--- config.mk ---
export PLATFORM = sky130hd
export DESIGN_NAME = fetch_unit
export DESIGN_NICKNAME = d
export VERILOG_FILES = /design/src/rtl/fetch_unit_pkg.sv /design/src/rtl/fetch_unit_queue.sv /design/src/rtl/fetch_unit.sv
export SDC_FILE = /design/constraint.sdc
export NUM_CORES = 1
export LEC_CHECK = 0
export ABC_AREA = 1
export CORE_ASPECT_RATIO = 1.1
export CORE_MARGIN = 8
export CORE_UTILIZATION = 35
export DETAILED_ROUTE_END_ITERATION = 10
export SYNTH_ARGS = -nofsm -noshare
export SYNTH_HDL_FRONTEND = slang
export SYNTH_SLANG_ARGS = --single-unit
--- constraint.sdc ---
create_clock -name clk -period 3 [get_ports clk]
set_input_delay 0.45 -clock clk [delete_from_list [all_inputs] [get_ports clk]]
set_output_delay 0.45 -clock clk [all_outputs]
set_load 0.05 [all_outputs]
--- src/rtl/fetch_unit_pkg.sv ---
// Shared encodings for the d16 instruction-fetch front end: FSM states and
// the opcode bit that announces an extension word.
package fetch_unit_pkg;

    localparam logic [1:0] FETCH_S_IDLE  = 2'd0;
    localparam logic [1:0] FETCH_S_FETCH = 2'd1;
    localparam logic [1:0] FETCH_S_WAIT  = 2'd2;

    // Opcode bit 15 set means the following word is the immediate.
    localparam int EXT_BIT = 15;

    typedef enum logic [1:0] {
        S_IDLE  = FETCH_S_IDLE,
        S_FETCH = FETCH_S_FETCH,
        S_WAIT  = FETCH_S_WAIT
    } fetch_state_t;

endpackage

--- src/rtl/fetch_unit_queue.sv ---
// Circular prefetch queue: each entry holds an instruction word and its byte
// address. Supports push, pop of one or two entries, and a flush.
module fetch_unit_queue #(
    parameter int DATA_WIDTH = 16,
    parameter int ADDR_WIDTH = 16,
    parameter int DEPTH      = 4,
    parameter int CNT_W      = $clog2(DEPTH) + 1
) (
    input  logic                  clk,
    input  logic                  rst,
    input  logic                  clear,
    input  logic                  push,
    input  logic [DATA_WIDTH-1:0] push_data,
    input  logic [ADDR_WIDTH-1:0] push_pc,
    input  logic                  pop1,
    input  logic                  pop2,
    output logic [CNT_W-1:0]      count,
    output logic [DATA_WIDTH-1:0] head_data,
    output logic [ADDR_WIDTH-1:0] head_pc,
    output logic [DATA_WIDTH-1:0] second_data
);

    localparam int PTR_W = $clog2(DEPTH);

    logic [DATA_WIDTH-1:0] data_mem [DEPTH];
    logic [ADDR_WIDTH-1:0] pc_mem   [DEPTH];
    logic [PTR_W-1:0]      rd_ptr;
    logic [PTR_W-1:0]      wr_ptr;
    logic [CNT_W-1:0]      pop_cnt;
    logic [PTR_W-1:0]      pop_step;

    always_comb begin
        pop_cnt  = pop2 ? CNT_W'(2) : (pop1 ? CNT_W'(1) : '0);
        pop_step = PTR_W'(pop_cnt);
    end

    // A flush wins over a simultaneous push or pop.
    always_ff @(posedge clk or posedge rst) begin
        if (rst) begin
            rd_ptr <= '0;
            wr_ptr <= '0;
            count  <= '0;
        end else if (clear) begin
            rd_ptr <= '0;
            wr_ptr <= '0;
            count  <= '0;
        end else begin
            if (push) wr_ptr <= wr_ptr + PTR_W'(1);
            rd_ptr <= rd_ptr + pop_step;
            count  <= count + CNT_W'(push) - pop_cnt;
        end
    end

    always_ff @(posedge clk) begin
        if (push && !clear) begin
            data_mem[wr_ptr] <= push_data;
            pc_mem[wr_ptr]   <= push_pc;
        end
    end

    assign head_data   = data_mem[rd_ptr];
    assign head_pc     = pc_mem[rd_ptr];
    assign second_data = data_mem[rd_ptr + PTR_W'(1)];

endmodule

--- src/rtl/fetch_unit.sv ---
// Decoupled instruction prefetcher for the d16 core. Define FETCH_BYPASS_EN to
// forward a single-word response straight to the decoder when the queue is empty.
module fetch_unit
    import fetch_unit_pkg::*;
#(
    parameter int                    ADDR_WIDTH = 16,
    parameter int                    DATA_WIDTH = 16,
    parameter int                    DEPTH      = 4,
    parameter logic [ADDR_WIDTH-1:0] RESET_PC   = '0
) (
    input  logic                  clk,
    input  logic                  rst,
    output logic                  mem_req,
    output logic [ADDR_WIDTH-2:0] mem_addr,
    input  logic                  mem_wait,
    input  logic [DATA_WIDTH-1:0] mem_rdata,
    input  logic                  mem_stall,
    input  logic                  redirect_valid,
    input  logic [ADDR_WIDTH-1:0] redirect_pc,
    output logic                  instr_valid,
    input  logic                  instr_ready,
    output logic [DATA_WIDTH-1:0] instr,
    output logic [DATA_WIDTH-1:0] instr_ext,
    output logic [ADDR_WIDTH-1:0] instr_pc,
    output logic [ADDR_WIDTH-1:0] next_pc
);

    localparam int CNT_W = $clog2(DEPTH) + 1;
    localparam logic [ADDR_WIDTH-1:0] START_PC = {RESET_PC[ADDR_WIDTH-1:1], 1'b0};

    fetch_state_t          state, state_nxt;
    logic [ADDR_WIDTH-1:0] fetch_pc;
    logic [ADDR_WIDTH-1:0] resp_pc;
    logic                  inflight, inflight_epoch, epoch;
    logic                  accept, resp_ok, room, bypass;
    logic [CNT_W-1:0]      count, occupancy;
    logic [DATA_WIDTH-1:0] head_data, second_data;
    logic [ADDR_WIDTH-1:0] head_pc;
    logic                  head_ext, q_valid, push, pop1, pop2;

    assign occupancy = count + CNT_W'(inflight);
    assign room      = occupancy < CNT_W'(DEPTH);
    assign accept    = mem_req && !mem_wait;
    assign mem_addr  = fetch_pc[ADDR_WIDTH-1:1];
    // Responses from before a redirect carry a stale epoch and are dropped.
    assign resp_ok   = inflight && (inflight_epoch == epoch) && !redirect_valid;

    always_comb begin
        state_nxt = state;
        mem_req   = 1'b0;
        case (state)
            S_IDLE:  state_nxt = S_FETCH;
            S_FETCH: begin
                mem_req = !mem_stall && room;
                if (mem_req && mem_wait) state_nxt = S_WAIT;
            end
            S_WAIT: begin
                mem_req = !mem_stall;
                if (mem_stall || !mem_wait) state_nxt = S_FETCH;
            end
            default: state_nxt = S_IDLE;
        endcase
        if (redirect_valid) state_nxt = S_FETCH;
    end

    always_ff @(posedge clk or posedge rst) begin
        if (rst) begin
            state          <= S_IDLE;
            fetch_pc       <= START_PC;
            inflight       <= 1'b0;
            inflight_epoch <= 1'b0;
            epoch          <= 1'b0;
            resp_pc        <= '0;
        end else begin
            state    <= state_nxt;
            inflight <= accept;
            if (accept) begin
                inflight_epoch <= epoch;
                resp_pc        <= fetch_pc;
            end
            if (redirect_valid) begin
                fetch_pc <= {redirect_pc[ADDR_WIDTH-1:1], 1'b0};
                epoch    <= ~epoch;
            end else if (accept) begin
                fetch_pc <= fetch_pc + ADDR_WIDTH'(2);
            end
        end
    end

    assign head_ext = head_data[EXT_BIT];
    assign q_valid  = (count != '0) && (!head_ext || count >= CNT_W'(2));

`ifdef FETCH_BYPASS_EN
    assign bypass = (count == '0) && resp_ok && !mem_rdata[EXT_BIT] && instr_ready;
`else
    assign bypass = 1'b0;
`endif

    always_comb begin
        instr_valid = 1'b0;
        instr       = '0;
        instr_ext   = '0;
        instr_pc    = '0;
        next_pc     = fetch_pc;
        if (bypass) begin
            instr_valid = 1'b1;
            instr       = mem_rdata;
            instr_pc    = resp_pc;
            next_pc     = resp_pc + ADDR_WIDTH'(2);
        end else if (q_valid) begin
            instr_valid = 1'b1;
            instr       = head_data;
            instr_ext   = head_ext ? second_data : '0;
            instr_pc    = head_pc;
            next_pc     = head_pc + (head_ext ? ADDR_WIDTH'(4) : ADDR_WIDTH'(2));
        end
    end

    assign push = resp_ok && !bypass;
    assign pop1 = instr_ready && q_valid && !head_ext;
    assign pop2 = instr_ready && q_valid && head_ext;

    fetch_unit_queue #(
        .DATA_WIDTH (DATA_WIDTH),
        .ADDR_WIDTH (ADDR_WIDTH),
        .DEPTH      (DEPTH),
        .CNT_W      (CNT_W)
    ) u_queue (
        .clk         (clk),
        .rst         (rst),
        .clear       (redirect_valid),
        .push        (push),
        .push_data   (mem_rdata),
        .push_pc     (resp_pc),
        .pop1        (pop1),
        .pop2        (pop2),
        .count       (count),
        .head_data   (head_data),
        .head_pc     (head_pc),
        .second_data (second_data)
    );

endmodule
After elaboration in Yosys (flattened, before gate mapping). Memory sizes are Yosys's and may differ from the RTL's. Cells that the tools add are included.

Word-level logic and storage cells: 70. Memories kept: 2. Register bits: 44. Output and inout port bits: 81. Input bits: 38. RAM bits: 128.

Bitwise operators: 1. Eq/ne operators: 5. Reduce and logical (&&, ||, !) cells: 21. Order comparisons: 2. Add/sub/neg operators: 8. Muxes and demuxes: 22.

Memory list: u_queue.data_mem (words 4, width 16, rd ports 2, clocked after memory_dff 0, wr ports 1, line fetch_unit_queue.sv:25) `logic [DATA_WIDTH-1:0] data_mem [DEPTH];`; u_queue.pc_mem (words 4, width 16, rd ports 1, clocked after memory_dff 0, wr ports 1, line fetch_unit_queue.sv:26) `logic [ADDR_WIDTH-1:0] pc_mem [DEPTH];`.

Operators with widths (number): $mux 16 (7); $add 16x2->16 const B (1); $add 16x3->16 (1); $mux 2 (6); $logic_and 1x1->1 (10); $mux 3 (3); $add 3x1->3 (2); $ne 3x3->1 const B (2); $pmux 2 s3 (1); $add 2x1->2 const B (2); $logic_not 1->1 (4); $mux 1 (4); $reduce_bool 2->1 (2); $ge 3x2->1 const B (1); $lt 3x3->1 const B (1); $reduce_bool 3->1 (1); $sub 3x3->3 (1); $add 2x2->2 (1); $eq 2x1->1 const B (1); $eq 2x2->1 const B (1); $logic_not 2->1 (1); $logic_or 1x1->1 (2); $pmux 1 s2 (1); $reduce_and 2->1 (1); 2 further kinds (2).

Longest topological paths before layout. Gate-level depths: netlist (run 1). An unclocked memory read counts as a cell.

Word-level depth: 10. Gate-level depth with buffers: 19. Mapped depth without buffers: 15.

Hierarchy. From an unflattened synthesis (run 1), not the netlist that was laid out.

Cells, all modules: 1035. Area, all modules: 9110.0 µm².

Modules (own cells, without submodules): fetch_unit_queue (sequential area each 4018.9 µm², times used 1, cells each 561, area each 6133.4 µm²); fetch_unit (sequential area each 875.8 µm², times used 1, cells each 474, area each 2976.6 µm²).

Worst setup path before layout (run 1). OpenSTA, ideal clock, no wires.

Path kind: reg-to-output. Start point: register u_queue.rd_ptr[0]. End point: output next_pc[9]. Arrival: 2.875 ns. Path buffers: 4. Cell stages (with the launch flop): 18. Setup slack: -0.325 ns. Data required time: 2.550 ns. Path through: dfrtp_1 -> inv_2 -> buf_6 -> buf_8 -> buf_6 -> buf_2 -> nor2_1 -> nor2_1 -> o21ai_0 -> nand2_1 -> ha_1 -> fa_1 -> inv_1 -> nor2_1 -> inv_1 -> nor2_4 -> nand3_1 -> o21ai_1.

Longest elaborated chain between the ends: 5. Elaborated cells between the ends (all ways): 8.

Ends and longest elaborated chain: start, declared (line fetch_unit_queue.sv:27) `logic [PTR_W-1:0] rd_ptr;`; start signal, assigned (line fetch_unit_queue.sv:49) `rd_ptr <= rd_ptr + pop_step;`; parallel branches: the longest is 4 deep, another holds $mem_v2 4x16; $mux 16 (*) (line fetch_unit.sv:110) `end else if (q_valid) begin`; end, declared (line fetch_unit.sv:25) `output logic [ADDR_WIDTH-1:0] next_pc`.

Every way passes the cells marked *.

Worst setup path in the final report (run 1).
Start point: register u_queue.rd_ptr[0]. End point: output next_pc[7].

The elaborated chain is that of the path after synthesis.

==> flow_metrics.env, run 1 <==
export IMPL_status="complete, but fails checks"
export IMPL_failed_checks="negative setup slack"
export IMPL_tritoncts_clock_tree="yes"
export IMPL_hold_viol_final=0
export IMPL_worst_path_max_delay_cell="sky130_fd_sc_hd__dfrtp_2"
export IMPL_grt_max_degree=56
export IMPL_drive_above_1_share_pct=20.9
export IMPL_critical_path_peak_fanout=6
export IMPL_yosys_area_share_adder_pct=2.54
export IMPL_end_kind="primary output"
export IMPL_die_height_um=179
export IMPL_seqCellArea_sq_um=4780
export IMPL_main_combinational_cell_family_by_area_after_synthesis="simple AND/OR/NAND/NOR gates"
export IMPL_relative_contribution_of_sequential_cells_to_total_power_pct=27.2
export IMPL_leading_cell_type_in_the_layout_fill_and_taps_excluded="sky130_fd_sc_hd__nand2_1"
export IMPL_minimum_hold_slack_ns=0.454
export IMPL_clkSinkCount=166
export IMPL_gp_congestion=0.882
export IMPL_gr_total_overflow=0
export IMPL_layout_worst_path_cycle_share_pct=104
export IMPL_fin_cells=1393
export IMPL_rows=59
export IMPL_worst_ep_required_time_ns=2.55
export IMPL_synth_xor_area_share_pct=1.03
export IMPL_die_w_um=164
export IMPL_placed_cells=1345
export IMPL_syn_avg_cell_area_sq_um=9.02
export IMPL_post_dp_hpwl_mm=15.4
export IMPL_timing_reg2reg_worst_path_depth=16
export IMPL_post_drt_wl_per_cell_um=16.2
export IMPL_floorplan_io_pins=119
export IMPL_cts_hold_buffers_added=0
export IMPL_dp_worst_setup_slack_ns=0.0698
export IMPL_rsz_0062_raised_after_global_routing="true"
export IMPL_crit_type="flip-flop to primary output"
export IMPL_layout_setup_ws_ns=-0.133
export IMPL_max_slew_margin_rel_pct=63.2
export IMPL_multi_input_gate_area_in_the_final_layout_sq_um=3290
export IMPL_sw_frac_of_total_pct=46.4
export IMPL_final_core_util_pct=46.9
export IMPL_worst_hold_path_type="primary input to asynchronous set/reset pin"
export IMPL_drt_pass1_iter_count=5
export IMPL_synth_async_sr_flop_share_pct=25.3
export IMPL_timing_reg2reg_setup_slack_ns=0.41
export IMPL_timing_critical_path_from_type="flip-flop"
export IMPL_h_tree_depth=4
export IMPL_detail_route_antenna_nets=0
export IMPL_regToRegStartpoint="u_queue.rd_ptr[0]"
export IMPL_vias_in_the_first_global_route=6814
export IMPL_grt_antenna_before_repair=0
export IMPL_first_iter_violations=474
export IMPL_finalNetCount=1129
export IMPL_switching_power_mw=5.18
export IMPL_final_design_area_no_fill_sq_um=11100
export IMPL_clock_skew_final_ns=0.00951
export IMPL_fillerInstances=2251
export IMPL_syn_area_sq_um=8490
export IMPL_combPwrFrac_pct=53.8
export IMPL_clkPwrFrac_pct=19.0
export IMPL_clock_insertion_delay_worst_skew_ns=0.43
export IMPL_core_sq_um=23800
export IMPL_cp_data_arrival_time_ns=2.68
export IMPL_cts_reportedPaths_clkPinSlew_ns=0.07
export IMPL_max_freq_mhz=319
export IMPL_most_common_layout_cells="sky130_fd_sc_hd__nand2_1, sky130_fd_sc_hd__edfxtp_1, sky130_fd_sc_hd__nand3_1"
export IMPL_timing_final_crit_period_ns=3.13
export IMPL_totalWireLength_mm=22.5
export IMPL_synth_seq_cells=166
export IMPL_grtUsageTotal_pct=15.3
export IMPL_critical_path_reg2reg_endpoint="u_queue.count[2]"
export IMPL_die_area_sq_um=29500
export IMPL_antennaDiodeCount=0
export IMPL_irDropWorstVdd_v=0.000674
export IMPL_clock_tree_root_cell="sky130_fd_sc_hd__clkbuf_16"
export IMPL_synth_cell_types=37
export IMPL_finalSetupViolations=12
export IMPL_yosys_warnings=0
export IMPL_synth_compound_gate_area_share_pct=9.66
export IMPL_critPathLaunch="u_queue.rd_ptr[0]"
export IMPL_residual_drc_count=0
export IMPL_port_buffers=115
export IMPL_postSynthCellCount=941
export IMPL_grt_first_pass_wirelength_mm=35.3
export IMPL_placed_cell_area_sq_um=10300
export IMPL_seq_area_frac_synth_pct=56.3
export IMPL_crit_path_end="next_pc[7]"
export IMPL_synthMuxAreaShare_pct=0
export IMPL_edff_count_synth=124
export IMPL_finalSetupTns_ns=-0.867
export IMPL_initial_core_utilization_pct=35.7
export IMPL_yosys_most_used_dff="sky130_fd_sc_hd__edfxtp_1"
export IMPL_cp_cell_sequence="clkinv_4 > buf_2 > o21ai_2 > nand2_2 > ha_4 > fa_2 > inv_2 > nor2_4 > buf_4 > nand2_1 > o21ai_1 > o22ai_2 > buf_12"
export IMPL_max_clock_path_buffers=2
export IMPL_cpPeakStageDelay_ns=0.46
export IMPL_worstMarginPinSlew_ns=0.552
export IMPL_overall_power_mw=11.2
export IMPL_maxCapViolCount=0
export IMPL_routed_via_count=6933
export IMPL_power_per_cell_area_nw_per_um2=1000
export IMPL_layout_area_growth_over_synthesis_pct=31.4
export IMPL_timing_final_max_slew_violations=0
export IMPL_p_leak_nw=4.61
export IMPL_cell_internal_pwr_mw=5.98
export IMPL_via_per_inst=4.98
export IMPL_synthSimpleGateAreaFrac_pct=23.0
export IMPL_cts_inserted_buffers=17
==> worst min path at each step <==
stage          start            to  slack, ns  depth (start not counted)
5_1_grt        epoch         epoch       0.48                          1
2_1_floorplan  epoch         epoch       0.44                          1
3_3_place_gp   epoch         epoch       0.46                          1
4_1_cts          rst  fetch_pc[14]       0.47                          3
3_5_place_dp   epoch         epoch       0.46                          1
6_report         rst      state[1]       0.45                          3
==> kinds of logic (layout without fill, tap and decap cells) <==
family	Yosys count	count (layout)
fa+ha+maj	16	16
other cells	1	2
simple gates	449	449
xor+xnor	10	10
flops	166	166
compound gates	157	157
buf+inv	142	288
==> Yosys cell counts (2+ instances only) <==
library cell	number	area share [%]
sky130_fd_sc_hd__nand3_2	2	0.24
sky130_fd_sc_hd__a31oi_1	17	1.3
sky130_fd_sc_hd__fa_1	2	0.47
sky130_fd_sc_hd__xor2_1	9	0.93
sky130_fd_sc_hd__buf_2	20	1.2
sky130_fd_sc_hd__nor2_1	79	3.5
sky130_fd_sc_hd__inv_2	7	0.31
sky130_fd_sc_hd__dfrtp_1	42	12
sky130_fd_sc_hd__nor2_4	6	0.80
sky130_fd_sc_hd__o22ai_1	2	0.15
sky130_fd_sc_hd__o21ai_0	84	5.0
sky130_fd_sc_hd__clkbuf_1	15	0.66
sky130_fd_sc_hd__nor3_1	5	0.29
sky130_fd_sc_hd__buf_1	2	0.088
sky130_fd_sc_hd__a21oi_1	35	2.1
sky130_fd_sc_hd__nand2_2	13	0.96
sky130_fd_sc_hd__buf_4	5	0.44
sky130_fd_sc_hd__nand2_1	235	10
sky130_fd_sc_hd__ha_1	14	2.1
sky130_fd_sc_hd__o21ai_1	16	0.94
sky130_fd_sc_hd__nor2_2	2	0.15
sky130_fd_sc_hd__buf_6	6	0.80
sky130_fd_sc_hd__edfxtp_1	124	44
sky130_fd_sc_hd__inv_1	84	3.7
sky130_fd_sc_hd__nand4_1	7	0.52
sky130_fd_sc_hd__nand3b_1	2	0.18
sky130_fd_sc_hd__clkinv_1	2	0.088
sky130_fd_sc_hd__nand3_1	95	5.6
==> final cells by class <==
cell class              count  area share [%]
inverters                  93            3.20
flip-flops and latches    166            42.8
multi-input cells         634            29.5
well taps                 305            3.42
repair buffers            163            15.9
clock inverters            15            1.30
clock buffers              17            3.82
==> sequential cells by signal, summed over array words and instances, names as in the netlist <==
name	cells
epoch	1
fetch_pc	15
inflight	1
inflight_epoch	1
resp_pc	15
state	2
u_queue.count	3
u_queue.data_mem	64
u_queue.pc_mem	60
u_queue.rd_ptr	2
u_queue.wr_ptr	2
==> what timing repair did <==
item	CTS	global route
gates cloned	0	1
pin swaps	7	17
endpoints found under the setup margin	14	31
gates resized for setup	30	33
setup buffers	10	5
==> worst max-delay path, delay by kind of cell (launching register included) <==
family	cells	cell delay (ns)
buffers and inverters	5	0.64
adders and majority gates	2	0.53
AOI/OAI and AO/OA	3	0.41
and+or+nand+nor	3	0.20
DFF	1	0.46
==> layer usage <==
layer / track usage, % / part of all wire, %
met5: 0 / 0
met4: 4.58 / 1.2
met3: 3.61 / 8.0
met2: 25.1 / 46
met1: 19.9 / 45
==> power by group through the flow <==
stage | Clock [mW] | Combinational [mW] | Sequential [mW]
after global routing | 2.25 | 6.42 | 3.08
after floorplan | 0 | 3.49 | 3.16
final | 2.12 | 6.00 | 3.04
after detailed placement | 0 | 5.71 | 3.09
after CTS | 2.16 | 5.89 | 3.04
after global placement | 0 | 5.68 | 3.08
No activity file was read; power rests on OpenSTA's default activity.
==> run 2, diff against run 1 <==
--- a/config.mk
+++ b/config.mk
@@ -10,6 +10,7 @@
 export CORE_MARGIN = 8
 export CORE_UTILIZATION = 35
 export DETAILED_ROUTE_END_ITERATION = 10
+export SLEW_MARGIN = 30
 export SYNTH_ARGS = -nofsm -noshare
 export SYNTH_HDL_FRONTEND = slang
 export SYNTH_SLANG_ARGS = --single-unit
==> results of run 2 <==
The final DEF is identical to that of run 1; final timing and power are the same.
==> run 3, diff against run 2 <==
--- a/config.mk
+++ b/config.mk
@@ -9,6 +9,7 @@
 export CORE_ASPECT_RATIO = 1.1
 export CORE_MARGIN = 8
 export CORE_UTILIZATION = 35
+export CTS_BUF_LIST = sky130_fd_sc_hd__clkbuf_16
 export DETAILED_ROUTE_END_ITERATION = 10
 export SLEW_MARGIN = 30
 export SYNTH_ARGS = -nofsm -noshare
==> results of run 3 <==
The final DEF is identical to that of run 1; final timing and power are the same.
